<file path="config.mk">
export PLATFORM = sky130hd
export DESIGN_NAME = hazard_stall_unit
export DESIGN_NICKNAME = d
export VERILOG_FILES = /design/src/rtl/hazard_pkg.sv /design/src/rtl/sat_counter.sv /design/src/rtl/hazard_stall_unit.sv
export SDC_FILE = /design/constraint.sdc
export NUM_CORES = 1
export LEC_CHECK = 0
export ABC_AREA = 1
export CORE_ASPECT_RATIO = 1.75
export CORE_UTILIZATION = 35
export DETAILED_ROUTE_END_ITERATION = 8
export PLACE_DENSITY_LB_ADDON = 0.1
export SYNTH_ARGS = -nofsm -noshare
export SYNTH_HDL_FRONTEND = slang
export SYNTH_HIERARCHICAL = 1
export SYNTH_SLANG_ARGS = --single-unit
</file>
<file path="constraint.sdc">
create_clock -name clk -period 1.85 [get_ports clk]
set_input_delay 0.37 -clock clk [delete_from_list [all_inputs] [get_ports clk]]
set_output_delay 0.37 -clock clk [all_outputs]
set_load 0.02 [all_outputs]
</file>
<file path="src/rtl/hazard_pkg.sv">
// Shared hazard-control types and constants for the pipeline control slice.
package hazard_pkg;

   // Memory-wait FSM states of the stall unit
   typedef enum logic [1:0] {
      ST_RUN     = 2'd0,
      ST_MEMWAIT = 2'd1,
      ST_ABORT   = 2'd2
   } hz_state_t;

   // Forwarding mux selects, shared with the forwarding unit
   localparam logic [1:0] FW_NONE  = 2'd0;
   localparam logic [1:0] FW_EXMEM = 2'd1;
   localparam logic [1:0] FW_MEMWB = 2'd2;

   // Load-use hazard: a load in EX writes a register the ID instruction reads.
   // $zero never matches, mirroring the forwarding unit's rule.
   function automatic logic load_use_hazard(
      input logic       mem_read_ex,
      input logic [4:0] dst_ex,
      input logic [4:0] rs_id,
      input logic [4:0] rt_id,
      input logic       uses_rt_id
   );
      return mem_read_ex && (dst_ex != 5'd0) &&
             ((dst_ex == rs_id) || (uses_rt_id && (dst_ex == rt_id)));
   endfunction

endpackage

</file>
<file path="src/rtl/sat_counter.sv">
// Saturating up-counter with synchronous clear; holds at all-ones.
module sat_counter #(
   parameter int unsigned CNT_W = 32
) (
   input  logic             i_clk,
   input  logic             i_rst_n,
   input  logic             i_inc,
   input  logic             i_clr,
   output logic [CNT_W-1:0] o_count
);

   logic [CNT_W-1:0] r_count;

   // Count enabled cycles, stopping at the maximum value instead of wrapping
   always_ff @(posedge i_clk or negedge i_rst_n) begin
      if (!i_rst_n) begin
         r_count <= '0;
      end else if (i_clr) begin
         r_count <= '0;
      end else if (i_inc && (r_count != '1)) begin
         r_count <= r_count + CNT_W'(1);
      end
   end

   assign o_count = r_count;

endmodule

</file>
<file path="src/rtl/hazard_stall_unit.sv">
// Pipeline hazard control: load-use stalls, branch/jump flushes, data-memory
// wait freezes with timeout abort, and a saturating stall-cycle counter.
module hazard_stall_unit
   import hazard_pkg::*;
#(
   parameter int unsigned MEM_TIMEOUT = 16,
   parameter int unsigned CNT_W       = 32
) (
   input  logic             clk,
   input  logic             reset,
   input  logic             MemRead_IDEX,
   input  logic [4:0]       Write_Register_IDEX,
   input  logic [4:0]       Read_register1,
   input  logic [4:0]       Read_register2,
   input  logic             Uses_rt_ID,
   input  logic             Branch_Taken_EX,
   input  logic             Jump_ID,
   input  logic             Mem_Busy,
   output logic             PC_Write,
   output logic             IFID_Write,
   output logic             IFID_Flush,
   output logic             IDEX_Bubble,
   output logic             IDEX_Write,
   output logic             EXMEM_Write,
   output logic             Mem_Timeout,
   output logic [CNT_W-1:0] Stall_Count
);

   localparam int unsigned WAIT_W = $clog2(MEM_TIMEOUT + 1);

   hz_state_t         r_state;
   logic [WAIT_W-1:0] r_wait_cnt;
   logic              r_mem_timeout;

   logic              w_lu;
   logic              w_freeze;
   logic              w_stall_inc;
   logic [CNT_W-1:0]  w_stall_count;

   // Memory-wait FSM: count busy cycles, abort after MEM_TIMEOUT, pulse Mem_Timeout in ABORT
   always_ff @(posedge clk or negedge reset) begin
      if (!reset) begin
         r_state       <= ST_RUN;
         r_wait_cnt    <= '0;
         r_mem_timeout <= 1'b0;
      end else begin
         r_mem_timeout <= 1'b0;
         case (r_state)
            ST_RUN: begin
               if (Mem_Busy) begin
                  r_state    <= ST_MEMWAIT;
                  r_wait_cnt <= WAIT_W'(1);
               end
            end
            ST_MEMWAIT: begin
               if (!Mem_Busy) begin
                  r_state    <= ST_RUN;
                  r_wait_cnt <= '0;
               end else if (r_wait_cnt == WAIT_W'(MEM_TIMEOUT)) begin
                  r_state       <= ST_ABORT;
                  r_wait_cnt    <= '0;
                  r_mem_timeout <= 1'b1;
               end else begin
                  r_wait_cnt <= r_wait_cnt + WAIT_W'(1);
               end
            end
            ST_ABORT: begin
               r_state <= ST_RUN;
            end
            default: begin
               r_state    <= ST_RUN;
               r_wait_cnt <= '0;
            end
         endcase
      end
   end

   // Same-cycle control decode; freeze beats branch beats load-use beats jump
   always_comb begin
      w_lu = load_use_hazard(MemRead_IDEX, Write_Register_IDEX, Read_register1,
                             Read_register2, Uses_rt_ID);
      // Reset, ABORT and any busy cycle freeze; the MEMWAIT exit cycle (busy low) runs normally
      w_freeze = !reset || (r_state == ST_ABORT) || Mem_Busy;

      PC_Write    = 1'b1;
      IFID_Write  = 1'b1;
      IFID_Flush  = 1'b0;
      IDEX_Bubble = 1'b0;
      IDEX_Write  = 1'b1;
      EXMEM_Write = 1'b1;

      if (w_freeze) begin
         PC_Write    = 1'b0;
         IFID_Write  = 1'b0;
         IDEX_Write  = 1'b0;
         EXMEM_Write = 1'b0;
      end else if (Branch_Taken_EX) begin
         IFID_Flush  = 1'b1;
         IDEX_Bubble = 1'b1;
      end else if (w_lu) begin
         PC_Write    = 1'b0;
         IFID_Write  = 1'b0;
         IDEX_Bubble = 1'b1;
      end else if (Jump_ID) begin
         IFID_Flush  = 1'b1;
      end
   end

   assign w_stall_inc = ~PC_Write;

   sat_counter #(
      .CNT_W (CNT_W)
   ) u_stall_cnt (
      .i_clk   (clk),
      .i_rst_n (reset),
      .i_inc   (w_stall_inc),
      .i_clr   (1'b0),
      .o_count (w_stall_count)
   );

   assign Mem_Timeout = r_mem_timeout;
   assign Stall_Count = w_stall_count;

endmodule
</file>
Word level (Yosys, flattened, before mapping) --
Cells that the tools add are included.
Cells by class: eq/ne operators 8, $add $sub $neg 2, reductions and logical operators 12, bitwise operators 2, muxes and demuxes 22
Operators with widths (number):
- 32-bit by 1-bit adder with 32-bit output (second input constant) | 1
- 32-bit inequality test (second input constant) | 1
- 5-bit 2-to-1 mux | 3
- 5-bit case mux with 3 select lines | 1
- 1-bit 2-to-1 mux | 14
- 5-bit == test | 2
- 2-bit 2-to-1 mux | 3
- 5-bit by 1-bit adder with 5-bit output (second input constant) | 1
- 5-bit == test (second input constant) | 1
- 5-bit nonzero test | 1
- 1-bit logical AND | 4
- 2-bit case mux with 2 select lines | 1
- 2-bit AND reduction | 2
- 1-bit logical OR | 3
- 3-bit inequality test (second input constant) | 1
- 2-bit by 1-bit == test with 1-bit output (second input constant) | 1
- 2-bit == test (second input constant) | 1
- 2-bit logical NOT | 1
- 2-bit inequality test (second input constant) | 1
- 1-bit NOT | 2
- 1-bit logical NOT | 1
Word-level totals: logic and storage cells 50, bits in registers 40

Depth between registers and ports, before layout --
Gate-level depths: netlist of the first run.
depth in word-level cells 9, mapped depth 14, depth with buffers taken out 13

Hierarchy --
Netlist of the first run, hierarchy kept.
By module, submodules not included:
- sat_counter | area each 2243.4 µm², times used 1, cells each 345
- hazard_stall_unit | area each 686.9 µm², times used 1, cells each 107

Least setup slack after synthesis of the first run --
Ideal clock, no wire load.
path kind register to output, start register r_state[1], end output PC_Write, slack -14 ps, data arrival time 1494 ps, cell stages (with the launch flop) 7, path through dfrtp_1 inv_2 nor2_1 nor3b_2 nand2_2 inv_1 buf_4
On the way: longest elaborated chain between the ends 4
Ends and longest elaborated chain:
- from (decl) | line hazard_stall_unit.sv:31 | hz_state_t r_state;
- from (signal assigned) | line hazard_stall_unit.sv:43 | r_state <= ST_RUN;
- from (signal assigned) | line hazard_stall_unit.sv:51 | r_state <= ST_MEMWAIT;
- from (signal assigned) | line hazard_stall_unit.sv:57 | r_state <= ST_RUN;
- 2-bit == test | line hazard_stall_unit.sv:83 | w_freeze = !reset || (r_state == ST_ABORT) || Mem_Busy;
- 1-bit logical OR (2 in series) | line hazard_stall_unit.sv:83
- 1-bit 2-to-1 mux
- to (decl) | line hazard_stall_unit.sv:19 | output logic PC_Write,
No other way between the ends.

Worst setup path in the final report of the first run --
start register r_state[1], end output IFID_Flush
On the way: longest elaborated chain between the ends 4
Ends and longest elaborated chain:
- 2-bit == test | line hazard_stall_unit.sv:83
- 1-bit logical OR (2 in series) | line hazard_stall_unit.sv:83
- 1-bit 2-to-1 mux | line hazard_stall_unit.sv:92 | if (w_freeze) begin
- to (decl) | line hazard_stall_unit.sv:21 | output logic IFID_Flush,
No other way between the ends.

==> results.cfg, run 1 <==
[run_status]
status = complete, but fails checks
failed_checks = DRC

[synth]
synth_warnings = 6
synth_cell_types = 36
synthArstFlopShare = 1.00
ys_ff_latch = 40
syn_area_per_cell_sq_um = 6.48
syn_inst = 452
ys.flop_type = dfrtp_1
syn_area_sq_um = 2930
synth_edf_count = 0
ys_seq_area_frac = 0.342

[sta]
max_slew.worst_pin.slew_ps = 539
period_needed_ps = 1800
setup_viol = 0
hold_viol = 0
min_period_over_period = 0.972
fin_ws_ps = 51.7
maxSlewViolCount = 0
rsz0062_at_grt = yes
fin_skew_ps = 7.84
fmax_mhz = 556
maxSlewHeadroom = 0.641

[worst_setup_path]
max_stage_delay_ps = 370
worstPathArrival_ps = 1430
path_cells = inv_2 > nor2_2 > nor3b_4 > buf_6 > nand2_2 > nor2_1 > buf_4
crit_cells = 7
path_class = flop to primary output
worstSetupStartpointType = flop
cp.buffers_inverters = 3
slowest_stage = dfrtp_1
cpLargestDelayFamily = simple AND/OR/NAND/NOR gates
crit_fanout = 3
worstRegToRegCells = 10
critPathRequiredTime_ps = 1480
endpoint_kind = primary output

[floorplanning]
die_area_sq_um = 8760
die_w_um = 71.2
die_height_um = 123
io_pins = 61
core_sq_um = 8020
initial_core_util = 0.366
rows = 43

[flow_run]
drv_cap = 0

[drt]
drcViolationCount = 6
drt-initial-drc-count = 167
detail-route-antenna-nets = 0
drtPass1Iterations = 9
viasPerCell = 4.82
num_vias = 3113
wl_per_cell_um = 13.3
routed_wl_um = 8620

[power]
power.internal_mw = 1.63
ir_drop_mv = 0.440
power.density_nw_per_um2 = 532
combPwrFrac = 0.124
leakagePower_nw = 2.00
switching_share = 0.246
p_sw_uw = 531
p_seq_frac = 0.416
pwr-share-clk = 0.460

[clocking]
clockBufferDepth = 2
cts_tree = done
clk_pin_slew_worst_paths_ps = 60
cts_buffers = 5
cts_hold_buf = 0
clkSinkCount = 40
h-tree-depth = 2
clkLatencyLatePin_ps = 290
clockRootBuffer = clkbuf_16

[grt]
grt_use_met1 = 0.228
grt-ovfl-total = 0
use_met2 = 0.404
grt_use_met3 = 0.0302
top_usage_layer = met2
grt_pass1_wl_um = 14200
track_usage = 0.212
grt_antenna_before_repair = 0
grt_pass1_vias = 3025
grt_start_max_net_pins = 41

[place]
dp_hpwl_um = 6590
placedCellCount = 636
port-buffer-count = 60
place_ws_ps = -687
gp_congestion = 0.838

[hold_path]
min_path_type = primary input to asynchronous set/reset pin

[cells_and_area]
final_cells = 646
layout.cells.most_common = nand2_1
syn_to_final_growth_pct = 38.8
final_util = 0.507
most-common-layout-cells = nand2_1, nor2_1, inv_1, buf_4, dfrtp_1
fin_nets = 580
diodes = 0
drive_above_1_share = 0.169
-- metrics by stage --
step	hold slack [ps]	total power [mW]	area, sq um	TNS [ps]
after global routing	276	2.26	4070	-38.0
after global placement	540	1.18	3880	-14270
after CTS	248	2.19	4040	0
after detailed placement	552	1.18	3880	-15420
final	223	2.16	4070	0
after floorplan	74.4	1.05	2950	0
-- logic make-up after synthesis --
kind of cell,after synthesis,synth area share
buffers and inverters,62,0.0926
DFF,40,0.342
other,1,0.00128
adders and majority gates,3,0.0128
and+or+nand+nor,306,0.465
xor gates and xnor gates,11,0.0329
AOI/OAI and AO/OA,29,0.0534
-- metal layers --
layer / up-vias / part of all wire / wire length, um
met4: 0 / 0.032 / 280
met1: 1419 / 0.40 / 3450
li1: 1609 / - / -
met3: 18 / 0.027 / 237
met2: 67 / 0.54 / 4660
met5: - / 0 / 0
-- final timing paths --
kind                                         start                      end  slack (ps)
setup / recovery                        r_state[1]               IFID_Flush          50
hold / removal                               reset  u_stall_cnt/o_count[15]         220
setup reg to reg            u_stall_cnt/o_count[0]  u_stall_cnt/o_count[16]         150
hold reg to reg            u_stall_cnt/o_count[31]  u_stall_cnt/o_count[31]         560
max in group asynchronous                    reset  u_stall_cnt/o_count[12]        1260
min in group clk           u_stall_cnt/o_count[31]  u_stall_cnt/o_count[31]         560
-- final cells by class --
cell class	instances	area, sq um
timing repair buffer	102	887
sequential	40	1000
tap	90	113
inverter	52	198
fill	827	3950
clock inverter	2	35.0
clock buffer	6	129
multi-input combinational	354	1700
-- registers in the layout, summed over array words and instances (netlist names) --
name and cells:
r_wait_cnt 5, Mem_Timeout 1, r_state 2, u_stall_cnt/o_count 32
-- what timing repair did --
item,CTS,global route
endpoints found under the setup margin,34,30
resized for setup,43,19
pin swaps,10,2
buffers inserted,1,1
endpoints found under the hold margin,0,0
-- synthesized netlist by cell type, types with 4 or more instances --
cell type / n / share of area
a21oi_1: 6 / 0.010
buf_6: 4 / 0.015
dfrtp_1: 40 / 0.34
inv_1: 43 / 0.055
inv_2: 9 / 0.012
nand2_1: 165 / 0.21
nand2_2: 6 / 0.013
nand2_4: 5 / 0.019
nand3_1: 39 / 0.067
nand4_1: 9 / 0.019
nor2_1: 66 / 0.085
nor2_2: 4 / 0.0085
o21ai_0: 6 / 0.010
o21ai_1: 12 / 0.020
xnor2_1: 5 / 0.015
xor2_1: 6 / 0.018
-- power groups by stage --
stage | registers [mW] | clock network, mW | logic, mW
floorplan | 0.923 | 0 | 0.130
global placement | 0.914 | 0 | 0.269
detailed placement | 0.915 | 0 | 0.269
CTS | 0.898 | 1.03 | 0.260
global route | 0.899 | 1.06 | 0.297
finish | 0.898 | 0.995 | 0.269
No activity file was read; power rests on OpenSTA's default activity.
==> run 2, diff against run 1 <==
CORE_MARGIN = 10   (was unset)
==> run 2 against run 1 <==
- the run now ends clean
- total power rose by 2.3%
- core utilization fell by 1.3 points
- critical endpoint is now Stall_Count[7]
- highest routed layer unchanged
- clock skew barely moved
- first-iteration DRC count fell by 26%
- setup slack improved by 22 ps
- non-clock buffer count did not move
==> results.cfg, run 2 (same netlist as run 1, synthesis figures left out) <==
[power]
power.density_nw_per_um2 = 542
ir_drop_mv = 0.465
p_total_mw = 2.21
leakagePower_nw = 2.02

[grt]
grt_pass1_wl_um = 14900
use_met2 = 0.278
top_usage_layer = met2
grt-ovfl-total = 0
grt_start_max_net_pins = 41
track_usage = 0.148
grt_pass1_vias = 3084
grt_use_met3 = 0.0260
grt_antenna_before_repair = 0
grt_use_met1 = 0.152

[worst_setup_path]
crit_fanout = 4
worstPathArrival_ps = 1410
worstRegToRegCells = 11
endpoint_kind = primary output
path_class = flop to primary output
rrSetupSlack_ps = 140
reg2reg_from = u_stall_cnt/o_count[0]
worstReg2RegEnd = u_stall_cnt/o_count[19]
critPathRequiredTime_ps = 1480
worstSetupStartpointType = flop

[clocking]
clkSinkCount = 40
clk_pin_slew_worst_paths_ps = 60
clkLatencyLatePin_ps = 290
cts_hold_buf = 0
clockBufferDepth = 2
h-tree-depth = 2
clockRootBuffer = clkbuf_16
cts_tree = done
cts_buffers = 5

[cells_and_area]
largest_reg_flops = 32
diodes = 0
final_design_area_no_fill_sq_um = 4080
fin_nets = 580
drive_above_1_share = 0.178
syn_to_final_growth_pct = 39.3
most-common-layout-cells = nand2_1, nor2_1, inv_1
layout.cells.most_common = nand2_1

[floorplanning]
initial_core_util = 0.355
rows = 44
die_height_um = 141
die_w_um = 89.2
die_area_sq_um = 12600
core_sq_um = 8260
io_pins = 61

[drt]
viasPerCell = 4.77
routed_wl_um = 9020
detail-route-antenna-nets = 0
drcViolationCount = 0
drt-initial-drc-count = 123
wl_per_cell_um = 13.9
drtPass1Iterations = 4
num_vias = 3091

[hold_path]
min_path_type = primary input to asynchronous set/reset pin

[flow_run]
drv_cap = 0

[sta]
min_period_over_period = 0.960
max_slew.worst_pin.slew_ps = 555
maxSlewHeadroom = 0.630
fin_skew_ps = 8.09
hold_viol = 0
rsz0062_at_grt = no
maxSlewViolCount = 0
period_needed_ps = 1780
fmax_mhz = 563
setup_viol = 0

[place]
port-buffer-count = 60
place_area_sq_um = 3890
dp_hpwl_um = 7090
gp_congestion = 0.858

[run_status]
status = finished clean
run 2: changes by cell type in the layout (fill, tap and decap cells not counted), sizes merged:
cell,before,now
dlygate4sd2,13,11
clkdlybuf4s50,35,34
clkdlybuf4s15,3,2
clkbuf,9,10
dlymetal6s2s,1,2
buf,47,49
run 2: final cells by class:
type / instances / area, sq um
flip-flops and latches: 40 / 1000
repair buffers: 102 / 883
well taps: 92 / 115
multi-input cells: 354 / 1700
clock buffers: 6 / 139
clock inverters: 2 / 38.8
inverters: 52 / 203
fillers: 865 / 4180
run 2: where the power goes:
part | switching [mW] | internal [mW] | total, mW
Combinational | 0.160 | 0.109 | 0.269
Sequential | 0.0116 | 0.887 | 0.899
Clock | 0.368 | 0.676 | 1.04
run 2: stage by stage:
stage	util	hold slack, ps	std cells	setup TNS (ps)	setup WS [ps]
final	0.494	228	648	0	74.1
after CTS	0.489	260	645	0	6.25
after detailed placement	0.471	548	637	-14480	-663
after global routing	0.494	287	648	0	3.21
after floorplan	-	74.4	456	0	71.8
after global placement	0.471	546	637	-13360	-632
run 2: layer usage:
metal / vias up / routed length (um)
li1: 1605 / -
met1: 1407 / 3500
met2: 62 / 4980
met3: 17 / 310
met4: 0 / 225
met5: - / 0
run 2: worst max path at each step:
| stage | startpoint | to | slack, ps | cells after the start |
|---|---|---|---|---|
| 2_1_floorplan | u_stall_cnt/o_count[1] | u_stall_cnt/o_count[13] | 70 | 12 |
| 3_3_place_gp | Write_Register_IDEX[0] | IDEX_Bubble | -630 | 10 |
| 3_5_place_dp | Write_Register_IDEX[1] | IDEX_Bubble | -660 | 10 |
| 4_1_cts | Mem_Busy | IDEX_Bubble | 6 | 4 |
| 5_1_grt | Read_register1[3] | IFID_Flush | 3 | 11 |
| 6_report | u_stall_cnt/o_count[7] | Stall_Count[7] | 70 | 2 |
run 2: timing repair:
item                                    in CTS  in global routing
endpoints found under the setup margin      30                 30
setup buffers                                0                  2
resized for setup                           49                 23
pin swaps                                   11                 14
gates cloned                                 0                  1
endpoints found under the hold margin        0                  0
run 2: critical path: stages (launching register included):
cell and delay (ps):
dfrtp_1 390, buf_4 130, clkdlybuf4s50_1 600
==> run 3, diff against run 2 <==
CTS_CLUSTER_SIZE = 40   (was unset)
==> results of run 3 <==
No change in the layout: final DEF, timing and power equal those of run 2.
